===== config.mk =====
export PLATFORM = sky130hd
export DESIGN_NAME = kf8259_in_service_control
export DESIGN_NICKNAME = d
export VERILOG_FILES = /design/src/rtl/kf8259_in_service_control_pkg.sv /design/src/rtl/kf8259_in_service_control_priority_compare.sv /design/src/rtl/kf8259_in_service_control.sv
export SDC_FILE = /design/constraint.sdc
export NUM_CORES = 1
export LEC_CHECK = 0
export CAP_MARGIN = 20
export CORE_MARGIN = 2
export CORE_UTILIZATION = 50
export CTS_CLUSTER_DIAMETER = 30
export CTS_CLUSTER_SIZE = 20
export DETAILED_ROUTE_END_ITERATION = 8
export PLACE_DENSITY = 0.75
export SLEW_MARGIN = 20
export SYNTH_ARGS = -nofsm -noshare
export SYNTH_HDL_FRONTEND = slang
export SYNTH_HIERARCHICAL = 1
export SYNTH_SLANG_ARGS = --single-unit

===== constraint.sdc =====
create_clock -name clock_i -period 4.4 [get_ports clock_i]
set_clock_uncertainty 0.2 [all_clocks]
set_input_delay 0.88 -clock clock_i [delete_from_list [all_inputs] [get_ports clock_i]]
set_output_delay 0.88 -clock clock_i [all_outputs]
set_load 0.01 [all_outputs]

===== src/rtl/kf8259_in_service_control_pkg.sv =====
// Shared types and priority helpers for the KF8259 in-service stage.
// Level n is bit n; in rotated space, bit 0 is the highest-priority level.
package kf8259_in_service_control_pkg;

    typedef enum logic [2:0] {
        OCW2_ROT_AEOI_CLR = 3'b000,
        OCW2_NS_EOI       = 3'b001,
        OCW2_NOP          = 3'b010,
        OCW2_SP_EOI       = 3'b011,
        OCW2_ROT_AEOI_SET = 3'b100,
        OCW2_ROT_NS_EOI   = 3'b101,
        OCW2_SET_PRI      = 3'b110,
        OCW2_ROT_SP_EOI   = 3'b111
    } ocw2_cmd_t;

    localparam logic [2:0] ROTATE_RESET = 3'b111;

    // Shift amount is rotate+1, so rotate = 7 leaves the vector untouched.
    function automatic logic [7:0] rotate_right(input logic [7:0] source, input logic [2:0] rotate);
        logic [15:0] doubled;
        logic [3:0]  amount;
        amount  = {1'b0, rotate} + 4'd1;
        doubled = {source, source} >> amount;
        return doubled[7:0];
    endfunction

    function automatic logic [7:0] rotate_left(input logic [7:0] source, input logic [2:0] rotate);
        logic [15:0] doubled;
        logic [3:0]  amount;
        amount  = {1'b0, rotate} + 4'd1;
        doubled = {source, source} << amount;
        return doubled[15:8];
    endfunction

    function automatic logic [7:0] resolv_priority(input logic [7:0] source);
        logic [7:0] negated;
        negated = ~source + 8'd1;
        return source & negated;
    endfunction

    function automatic logic [7:0] num2bit(input logic [2:0] source);
        return 8'd1 << source;
    endfunction

    function automatic logic [2:0] bit2num(input logic [7:0] source);
        logic [2:0] number;
        number = 3'd7;
        for (int i = 7; i >= 0; i--) begin
            if (source[i]) number = 3'(i);
        end
        return number;
    endfunction

    // True when one-hot level a ranks strictly above one-hot level b.
    function automatic logic higher_priority(input logic [7:0] a, input logic [7:0] b,
                                             input logic [2:0] rotate);
        logic [7:0] rot_a;
        logic [7:0] rot_b;
        rot_a = rotate_right(a, rotate);
        rot_b = rotate_right(b, rotate);
        return (rot_a != 8'd0) && ((rot_b == 8'd0) || (rot_a < rot_b));
    endfunction

endpackage


===== src/rtl/kf8259_in_service_control_priority_compare.sv =====
// Combinational priority resolution: highest request, highest in-service level,
// and whether the request may interrupt the level currently being serviced.
module kf8259_priority_compare
    import kf8259_in_service_control_pkg::*;
(
    input  logic [7:0] interrupt_request_register_i,
    input  logic [7:0] interrupt_mask_i,
    input  logic [7:0] in_service_register_i,
    input  logic       special_mask_mode_i,
    input  logic [2:0] priority_rotate_i,
    output logic [7:0] req_hi_o,
    output logic [7:0] isr_hi_o,
    output logic       pending_o
);

    logic [7:0] masked_request;
    logic [7:0] isr_effective;

    always_comb begin
        masked_request = interrupt_request_register_i & ~interrupt_mask_i;
        // In special mask mode a masked in-service level no longer blocks lower levels.
        isr_effective  = special_mask_mode_i ? (in_service_register_i & ~interrupt_mask_i)
                                             : in_service_register_i;
        req_hi_o  = rotate_left(resolv_priority(rotate_right(masked_request, priority_rotate_i)),
                                priority_rotate_i);
        isr_hi_o  = rotate_left(resolv_priority(rotate_right(isr_effective, priority_rotate_i)),
                                priority_rotate_i);
        pending_o = higher_priority(req_hi_o, isr_hi_o, priority_rotate_i);
    end

endmodule


===== src/rtl/kf8259_in_service_control.sv =====
// KF8259 in-service register, priority rotation, OCW2 command execution and
// auto-EOI; raises INT toward the CPU and reports the acknowledged level.
module kf8259_in_service_control
    import kf8259_in_service_control_pkg::*;
(
    input  logic       clock_i,
    input  logic       reset_i,
    input  logic       initialize_i,
    input  logic [7:0] interrupt_request_register_i,
    input  logic [7:0] interrupt_mask_i,
    input  logic       special_mask_mode_i,
    input  logic       auto_eoi_config_i,
    input  logic       latch_in_service_i,
    input  logic       end_of_acknowledge_sequence_i,
    input  logic       ocw2_write_i,
    input  logic [2:0] ocw2_command_i,
    input  logic [2:0] ocw2_level_i,
    output logic [7:0] in_service_register_o,
    output logic [2:0] priority_rotate_o,
    output logic       interrupt_o,
    output logic [2:0] interrupt_id_o,
    output logic [7:0] clear_interrupt_request_o
);

    logic [7:0] isr_q, isr_d;
    logic [2:0] priority_rotate_q, priority_rotate_d;
    logic       rotate_in_aeoi_q, rotate_in_aeoi_d;
    logic       interrupt_q, interrupt_d;
    logic [2:0] interrupt_id_q, interrupt_id_d;
    logic [7:0] clear_irq_q, clear_irq_d;

    logic [7:0] req_hi;
    logic [7:0] isr_hi;
    logic       pending;
    logic [7:0] isr_set;
    logic [7:0] isr_clear;
    ocw2_cmd_t  ocw2_cmd;

    kf8259_priority_compare u_priority_compare (
        .interrupt_request_register_i (interrupt_request_register_i),
        .interrupt_mask_i             (interrupt_mask_i),
        .in_service_register_i        (isr_q),
        .special_mask_mode_i          (special_mask_mode_i),
        .priority_rotate_i            (priority_rotate_q),
        .req_hi_o                     (req_hi),
        .isr_hi_o                     (isr_hi),
        .pending_o                    (pending)
    );

    assign ocw2_cmd = ocw2_cmd_t'(ocw2_command_i);

    always_comb begin
        isr_set           = 8'd0;
        isr_clear         = 8'd0;
        priority_rotate_d = priority_rotate_q;
        rotate_in_aeoi_d  = rotate_in_aeoi_q;
        interrupt_id_d    = interrupt_id_q;
        clear_irq_d       = 8'd0;
        interrupt_d       = pending;

        if (latch_in_service_i) begin
            if (req_hi != 8'd0) begin
                isr_set        = req_hi;
                interrupt_id_d = bit2num(req_hi);
                clear_irq_d    = req_hi;
            end else begin
                interrupt_id_d = 3'd7;
            end
        end

        if (end_of_acknowledge_sequence_i && auto_eoi_config_i) begin
            isr_clear = num2bit(interrupt_id_q);
            if (rotate_in_aeoi_q) priority_rotate_d = interrupt_id_q;
        end

        // Evaluated after AEOI so an OCW2 rotation takes precedence.
        if (ocw2_write_i) begin
            case (ocw2_cmd)
                OCW2_NS_EOI: isr_clear = isr_clear | isr_hi;
                OCW2_SP_EOI: isr_clear = isr_clear | num2bit(ocw2_level_i);
                OCW2_ROT_NS_EOI: begin
                    if (isr_hi != 8'd0) begin
                        isr_clear         = isr_clear | isr_hi;
                        priority_rotate_d = bit2num(isr_hi);
                    end
                end
                OCW2_ROT_SP_EOI: begin
                    isr_clear         = isr_clear | num2bit(ocw2_level_i);
                    priority_rotate_d = ocw2_level_i;
                end
                OCW2_SET_PRI:      priority_rotate_d = ocw2_level_i;
                OCW2_ROT_AEOI_SET: rotate_in_aeoi_d  = 1'b1;
                OCW2_ROT_AEOI_CLR: rotate_in_aeoi_d  = 1'b0;
                default: ;
            endcase
        end

        // Set after clear: an acknowledge landing with an EOI for the same level keeps the bit.
        isr_d = (isr_q & ~isr_clear) | isr_set;
    end

    always_ff @(posedge clock_i or posedge reset_i) begin
        if (reset_i) begin
            isr_q             <= 8'd0;
            priority_rotate_q <= ROTATE_RESET;
            rotate_in_aeoi_q  <= 1'b0;
            interrupt_q       <= 1'b0;
            interrupt_id_q    <= 3'd0;
            clear_irq_q       <= 8'd0;
        end else if (initialize_i) begin
            isr_q             <= 8'd0;
            priority_rotate_q <= ROTATE_RESET;
            rotate_in_aeoi_q  <= 1'b0;
            interrupt_q       <= 1'b0;
            interrupt_id_q    <= 3'd0;
            clear_irq_q       <= 8'd0;
        end else begin
            isr_q             <= isr_d;
            priority_rotate_q <= priority_rotate_d;
            rotate_in_aeoi_q  <= rotate_in_aeoi_d;
            interrupt_q       <= interrupt_d;
            interrupt_id_q    <= interrupt_id_d;
            clear_irq_q       <= clear_irq_d;
        end
    end

    assign in_service_register_o     = isr_q;
    assign priority_rotate_o         = priority_rotate_q;
    assign interrupt_o               = interrupt_q;
    assign interrupt_id_o            = interrupt_id_q;
    assign clear_interrupt_request_o = clear_irq_q;

endmodule

# After elaboration in Yosys (flattened, before gate mapping)
# Index checks and enable logic that the tools add are counted.
# Widths: inputs -> output; s select.
[op_classes]
n_reduce_logical = 14
bitwise_logic = 12
add_sub_neg = 3
n_mux = 36
shift = 8
n_eq_ne = 6
n_lt_le_gt_ge = 1
[ops]
columns = ["op", "count"]
rows = [
  ["$mux 8", 8],
  ["$shr 16x4->8", 4],
  ["$mux 3", 20],
  ["$and 8x8->8", 5],
  ["$not 8->8", 4],
  ["$shl 16x4->16", 2],
  ["$or 8x8->8", 3],
  ["$pmux 8 s3", 1],
  ["$reduce_bool 8->1", 3],
  ["$add 8x1->8 const B", 2],
  ["$shl 1x3->8 const A", 2],
  ["$eq 3x3->1 const B", 4],
  ["$logic_not 8->1", 1],
  ["$lt 8x8->1", 1],
  ["$pmux 3 s2", 1],
  ["$mux 1", 5],
  ["$add 3x1->4 const B", 1],
  ["$reduce_bool 2->1", 2],
  ["$reduce_or 2->1", 2],
  ["$eq 3x1->1 const B", 1],
  ["$eq 3x2->1 const B", 1],
  ["$logic_not 3->1", 1],
  ["$reduce_bool 3->1", 1],
  ["$logic_and 1x1->1", 2],
  ["3 further kinds", 3],
]
[word_totals]
output_inout_bits = 23
reg_bits = 24
input_bits = 30
elab_cells = 86

# Depth between registers and ports, before layout
[depth]
word_depth = 19
depth_mapped = 22
mapped_depth_nobuf = 18

# Cells and area by module
# Netlist, hierarchy kept.
[by_module_without_submodules]
columns = ["module", "area_each_um2", "instances", "cells_each"]
rows = [
  ["kf8259_priority_compare", 3410.8, 1, 491],
  ["kf8259_in_service_control", 1371.3, 1, 143],
]

# Worst setup path before layout
# Ideal clock, no wire load.
[synth_path]
path_kind = "reg-to-reg"
start = "reg priority_rotate_q[0] (netlist: priority_rotate_o[0])"
end = "reg interrupt_q (netlist: interrupt_o)"
path_buffers = 2
path_stages_with_launch = 20
arrival_time_ns = 4.390
path_slack_ns = -0.263
t_required_ns = 4.127
synth_period_minus_slack_ns = 4.663
path_cell_list = "dfstp_2 -> buf_2 -> buf_6 -> mux2_2 -> o21a_1 -> mux4_2 -> nor4b_2 -> nand4_1 -> o21ai_1 -> mux2i_1 -> a211oi_1 -> o22ai_1 -> mux2_2 -> ha_1 -> a21o_1 -> a21o_1 -> a21oi_1 -> nand2_1 -> o2bb2ai_1 -> nor2b_1"
[synth_via]
elab_chain_len = 11
word_cells_on_any_way = 19
classes_between = "add/sub (3); order compare (1); shift (6); mux (1); bitwise (4); reduce/logical (4)"
[synth_lines]
columns = ["element", "line", "rtl"]
rows = [
  ["start, declared", "kf8259_in_service_control.sv:26", "logic [2:0] priority_rotate_q, priority_rotate_d;"],
  ["start signal, assigned", "kf8259_in_service_control.sv:119", "priority_rotate_q <= priority_rotate_d;"],
  ["$add 3x1->4 *", "kf8259_in_service_control_pkg.sv:22, kf8259_in_service_control_pkg.sv:30", ""],
  ["$shr 16x4->8", "kf8259_in_service_control_pkg.sv:23", "doubled = {source, source} >> amount;"],
  ["$not 8->8", "kf8259_in_service_control_pkg.sv:37", "negated = ~source + 8'd1;"],
  ["$add 8x1->8", "kf8259_in_service_control_pkg.sv:37", ""],
  ["$and 8x8->8", "kf8259_in_service_control_pkg.sv:38", "return source & negated;"],
  ["$shl 16x4->16", "kf8259_in_service_control_pkg.sv:31", "doubled = {source, source} << amount;"],
  ["$shr 16x4->8", "kf8259_in_service_control_pkg.sv:23", ""],
  ["$lt 8x8->1 or $logic_not 8->1 (tied branches)", "kf8259_in_service_control_pkg.sv:61", "return (rot_a != 8'd0) && ((rot_b == 8'd0) || (rot_a < rot_b));"],
  ["$logic_or 1x1->1", "kf8259_in_service_control_pkg.sv:61", ""],
  ["$logic_and 1x1->1 *", "kf8259_in_service_control_pkg.sv:61", ""],
  ["via interrupt_d", "kf8259_in_service_control.sv:28", "logic interrupt_q, interrupt_d;"],
  ["$mux 1 *", "kf8259_in_service_control.sv:110", "end else if (initialize_i) begin"],
  ["end signal, assigned", "kf8259_in_service_control.sv:121", "interrupt_q <= interrupt_d;"],
  ["end, declared", "kf8259_in_service_control.sv:28", ""],
]
# Mark *: on every way through the listed nets, which the timed path passes. The rest lies on a longest branch.
# A chain may end at the register's enable or synchronous reset.

# Final worst setup path
# Ends and elaborated chain as after synthesis.

==> results.md <==
- Final Cycle Share: 111%
- Vert. Die Dim: 102 um
- Total CTS buffers: 3
- Die area: 10400 sq um
- Number of diodes: 0
- Most area-hungry cell type in the Yosys netlist: dfrtp_1
- Max Cap Violations: 0
- Yosys warning count: 6
- WP data arrival: 4.90 ns
- Count of cell types in the netlist: 93
- RSZ-0062 raised after global routing: true
- Total congestion overflow: 0
- Type of destination of the critical path: flip-flop
- Initial core utilization: 51.8%
- Sw Share: 47.2%
- Psw: 1280 uW
- I/O Buffers: 52
- Setup TNS: -0.489 ns
- First-pass GRT wire length: 32.8 mm
- Fin area: 7620 sq um
- Inst Count DP: 944
- CORE AREA: 9240 sq um
- Final min period: 4.89 ns
- # nets final: 890
- Sequential Power Share: 10.8%
- Clk_lat worst skew: 0.27 ns
- Largest net degree at the start of global routing: 36
- Crit path launch type: flip-flop
- Worst-path clk slew: 0.10 ns
- CTS tree: done
- Cell Rows: 35
- Vias in the first global route: 6420
- Via density: 6.84
- Total wire length: 21.4 mm
- Dpl ws: -1.04 ns
- CTS Sinks: 24
- Finished Layout Cells: 980
- Cells after Synth: 634
- WS Path Type: reg -> reg
- Slew margin rel.: 35.7%
- Boundary pin count: 53
- Die Width: 102 um
- Register area share after synthesis: 12.6%
- Synthesized flop and latch total: 24
- Syn nets: 672
- Max Freq: 0.205 GHz
- DRT iter0 DRCs: 655
- Gate power share: 81.8%
- Synth async-reset ratio: 100%
- Post-route DRC: 0
- Yosys top cell area share: 11.0%
- Synth area leaders: dfrtp_1 11%, mux2i_1 7.1%, a21oi_1 5.0%, mux4_2 4.7%, nand2_1 3.7%
- Clock share of power: 7.3%
- Post-synth EDFFs: 0
- Hpwl dp: 15.3 mm
- Area Growth Syn to Fin: 59.3%
- WP data required: 4.41 ns
- Slew Limit Fails: 0
- Hold-fix buffers, CTS: 0
- Maximum clock path buffer count: 2
- P_int: 1430 uW
- Status: finished, violations left
- Syn_area_per_cell: 7.54 sq um
- Mapped Area: 4780 sq um
- Wire length per cell: 21.9 um
- GRT Resource Usage Total: 40.1%
- Critical-path maximum fanout: 5
- Leak Pwr: 0.00322 uW
- Power density over the cells: 356 nW/um^2
- Via count: 6700
- Slack of the critical path: -0.489 ns
- Placed inst area: 6650 sq um
- Final hold viol count: 0
- Layout cells sized above 1: 42.2%
- Setup violations, final: 1
- Root buffer cell: clkbuf_8
- Failing checks: setup timing
- Slew of the pin with the lowest slew margin: 0.964 ns
- Drt first pass iters: 5
- GPL Wtd Cong: 1.02
- Ys flop type: dfrtp_1
- Post-Route Utilization: 82.4%
- VDD IR max: 0.000280 V
- Antenna Nets Post-Route: 0
- Hold crit path type: reg -> reg
- H-tree levels: 1
- Initial antenna violation count: 0
per-stage QoR:
stage	power (uW)	hold WS, ns
6_report	2710	0.387
5_1_grt	2850	0.438
4_1_cts	2450	0.396
3_5_place_dp	2070	0.374
3_3_place_gp	2030	0.351
2_1_floorplan	1300	0.290
power groups by stage:
stage | combinational [uW] | clock [uW] | sequential (uW)
after floorplan | 1010 | 0 | 299
after global placement | 1740 | 0 | 291
after detailed placement | 1780 | 0 | 292
after CTS | 1960 | 199 | 292
after global routing | 2350 | 202 | 296
final | 2220 | 198 | 294
path summary, 6_finish.rpt:
kind	from	endpoint	slack, ns	depth (start not counted)
setup / recovery	priority_rotate_o[0]	interrupt_o	-0.49	21
hold / removal	rotate_in_aeoi_q	rotate_in_aeoi_q	0.39	2
setup reg to reg	priority_rotate_o[0]	interrupt_o	-0.49	21
hold reg to reg	rotate_in_aeoi_q	rotate_in_aeoi_q	0.39	2
max in group asynchronous	reset_i	in_service_register_o[7]	2.49	2
min in group asynchronous	reset_i	clear_interrupt_request_o[0]	0.92	2
what timing repair did:
action / CTS / global route
resized for setup: 104 / 67
cloned: 2 / 0
pin swaps: 29 / 33
buffers inserted: 23 / 8
endpoints found under the setup margin: 3 / 4
cell usage after synthesis (all sizes together) (4+ instances only):
cell      n
nand3    18
o221ai    4
or3b      5
a21oi    49
nand3b    9
mux2     11
nand4b    4
a221oi    7
nand4    13
o21ai    30
o22ai    10
o21a      7
nor2     45
buf      18
o21bai    7
o211ai   11
o311ai    5
mux2i    35
nand2b   17
and2     21
dfrtp    21
a21o      7
a22oi     4
nor2b    13
a211oi   17
o2111ai   8
a32o      5
mux4     10
or2       5
a21boi    4
o32ai     5
clkbuf   27
nand2    47
o31ai     6
ha        8
a211o     8
nor4      7
nor3     17
o211a     4
a32oi     5
inv      20
layout by cell type, fill, tap and decap left out, drive strengths merged, types with 6 or more instances in the layout:
cell / synthesis / final
buf: 18 / 209
a21oi: 49 / 49
nand2: 47 / 47
nor2: 45 / 45
clkdlybuf4s50: 0 / 35
mux2i: 35 / 35
o21ai: 30 / 30
dfrtp: 21 / 21
and2: 21 / 21
inv: 20 / 20
nand3: 18 / 18
nand2b: 17 / 17
nor3: 17 / 17
a211oi: 17 / 17
nand4: 13 / 13
nor2b: 13 / 13
o211ai: 11 / 11
mux2: 11 / 11
dlygate4sd2: 0 / 10
mux4: 10 / 10
o22ai: 10 / 10
nand3b: 9 / 9
a211o: 8 / 8
o2111ai: 8 / 8
ha: 8 / 8
o21bai: 7 / 7
o21a: 7 / 7
a21o: 7 / 7
a221oi: 7 / 7
nor4: 7 / 7
o31ai: 6 / 6
kinds of logic (layout without fill, tap and decap cells):
logic type	Yosys count	after routing	share of synthesized area (%)
buf+inv	67	284	6.17
flops	24	24	12.6
simple gates	246	246	29.1
mux	56	56	14.7
compound gates	231	231	34.9
fa+ha+maj	8	8	2.09
xor+xnor	2	2	0.366
cell type report:
class	count	area [sq um]
flip-flops and latches	24	604
clock inverters	1	30.0
well taps	129	161
inverters	22	82.6
fillers	585	1620
multi-input cells	543	4520
repair buffers	258	2170
clock buffers	3	41.3
routing by layer:
metal | vias to the layer above | track usage, % | part of all wire [%]
li1 | 2932 | - | -
met1 | 3133 | 53.7 | 39
met2 | 512 | 65.7 | 46
met3 | 123 | 5.18 | 10
met4 | 0 | 15.3 | 5.3
met5 | - | 0 | 0
flip-flops by register name (all words and copies together), names as in the netlist:
register                   count
clear_interrupt_request_o      8
in_service_register_o          8
interrupt_id_o                 3
priority_rotate_o              3
interrupt_o                    1
rotate_in_aeoi_q               1
critical path: stages (launching register included):
cell and delay (ns):
dfstp_2 0.60, buf_12 0.14, buf_16 0.13, buf_8 0.12, mux2i_4 0.25, a21oi_2 0.07
mux4_2 0.55, nor3_2 0.29, o211ai_1 0.23, buf_4 0.21, o31ai_4 0.25, o22ai_1 0.14
a31oi_2 0.23, mux2i_4 0.10, mux2_4 0.28, ha_4 0.21, a21o_1 0.17, a21o_1 0.17
a21oi_1 0.13, nand2_1 0.07, o2bb2ai_2 0.11, nor2b_2 0.15
Note: power is estimated with default switching activity, not from simulation.
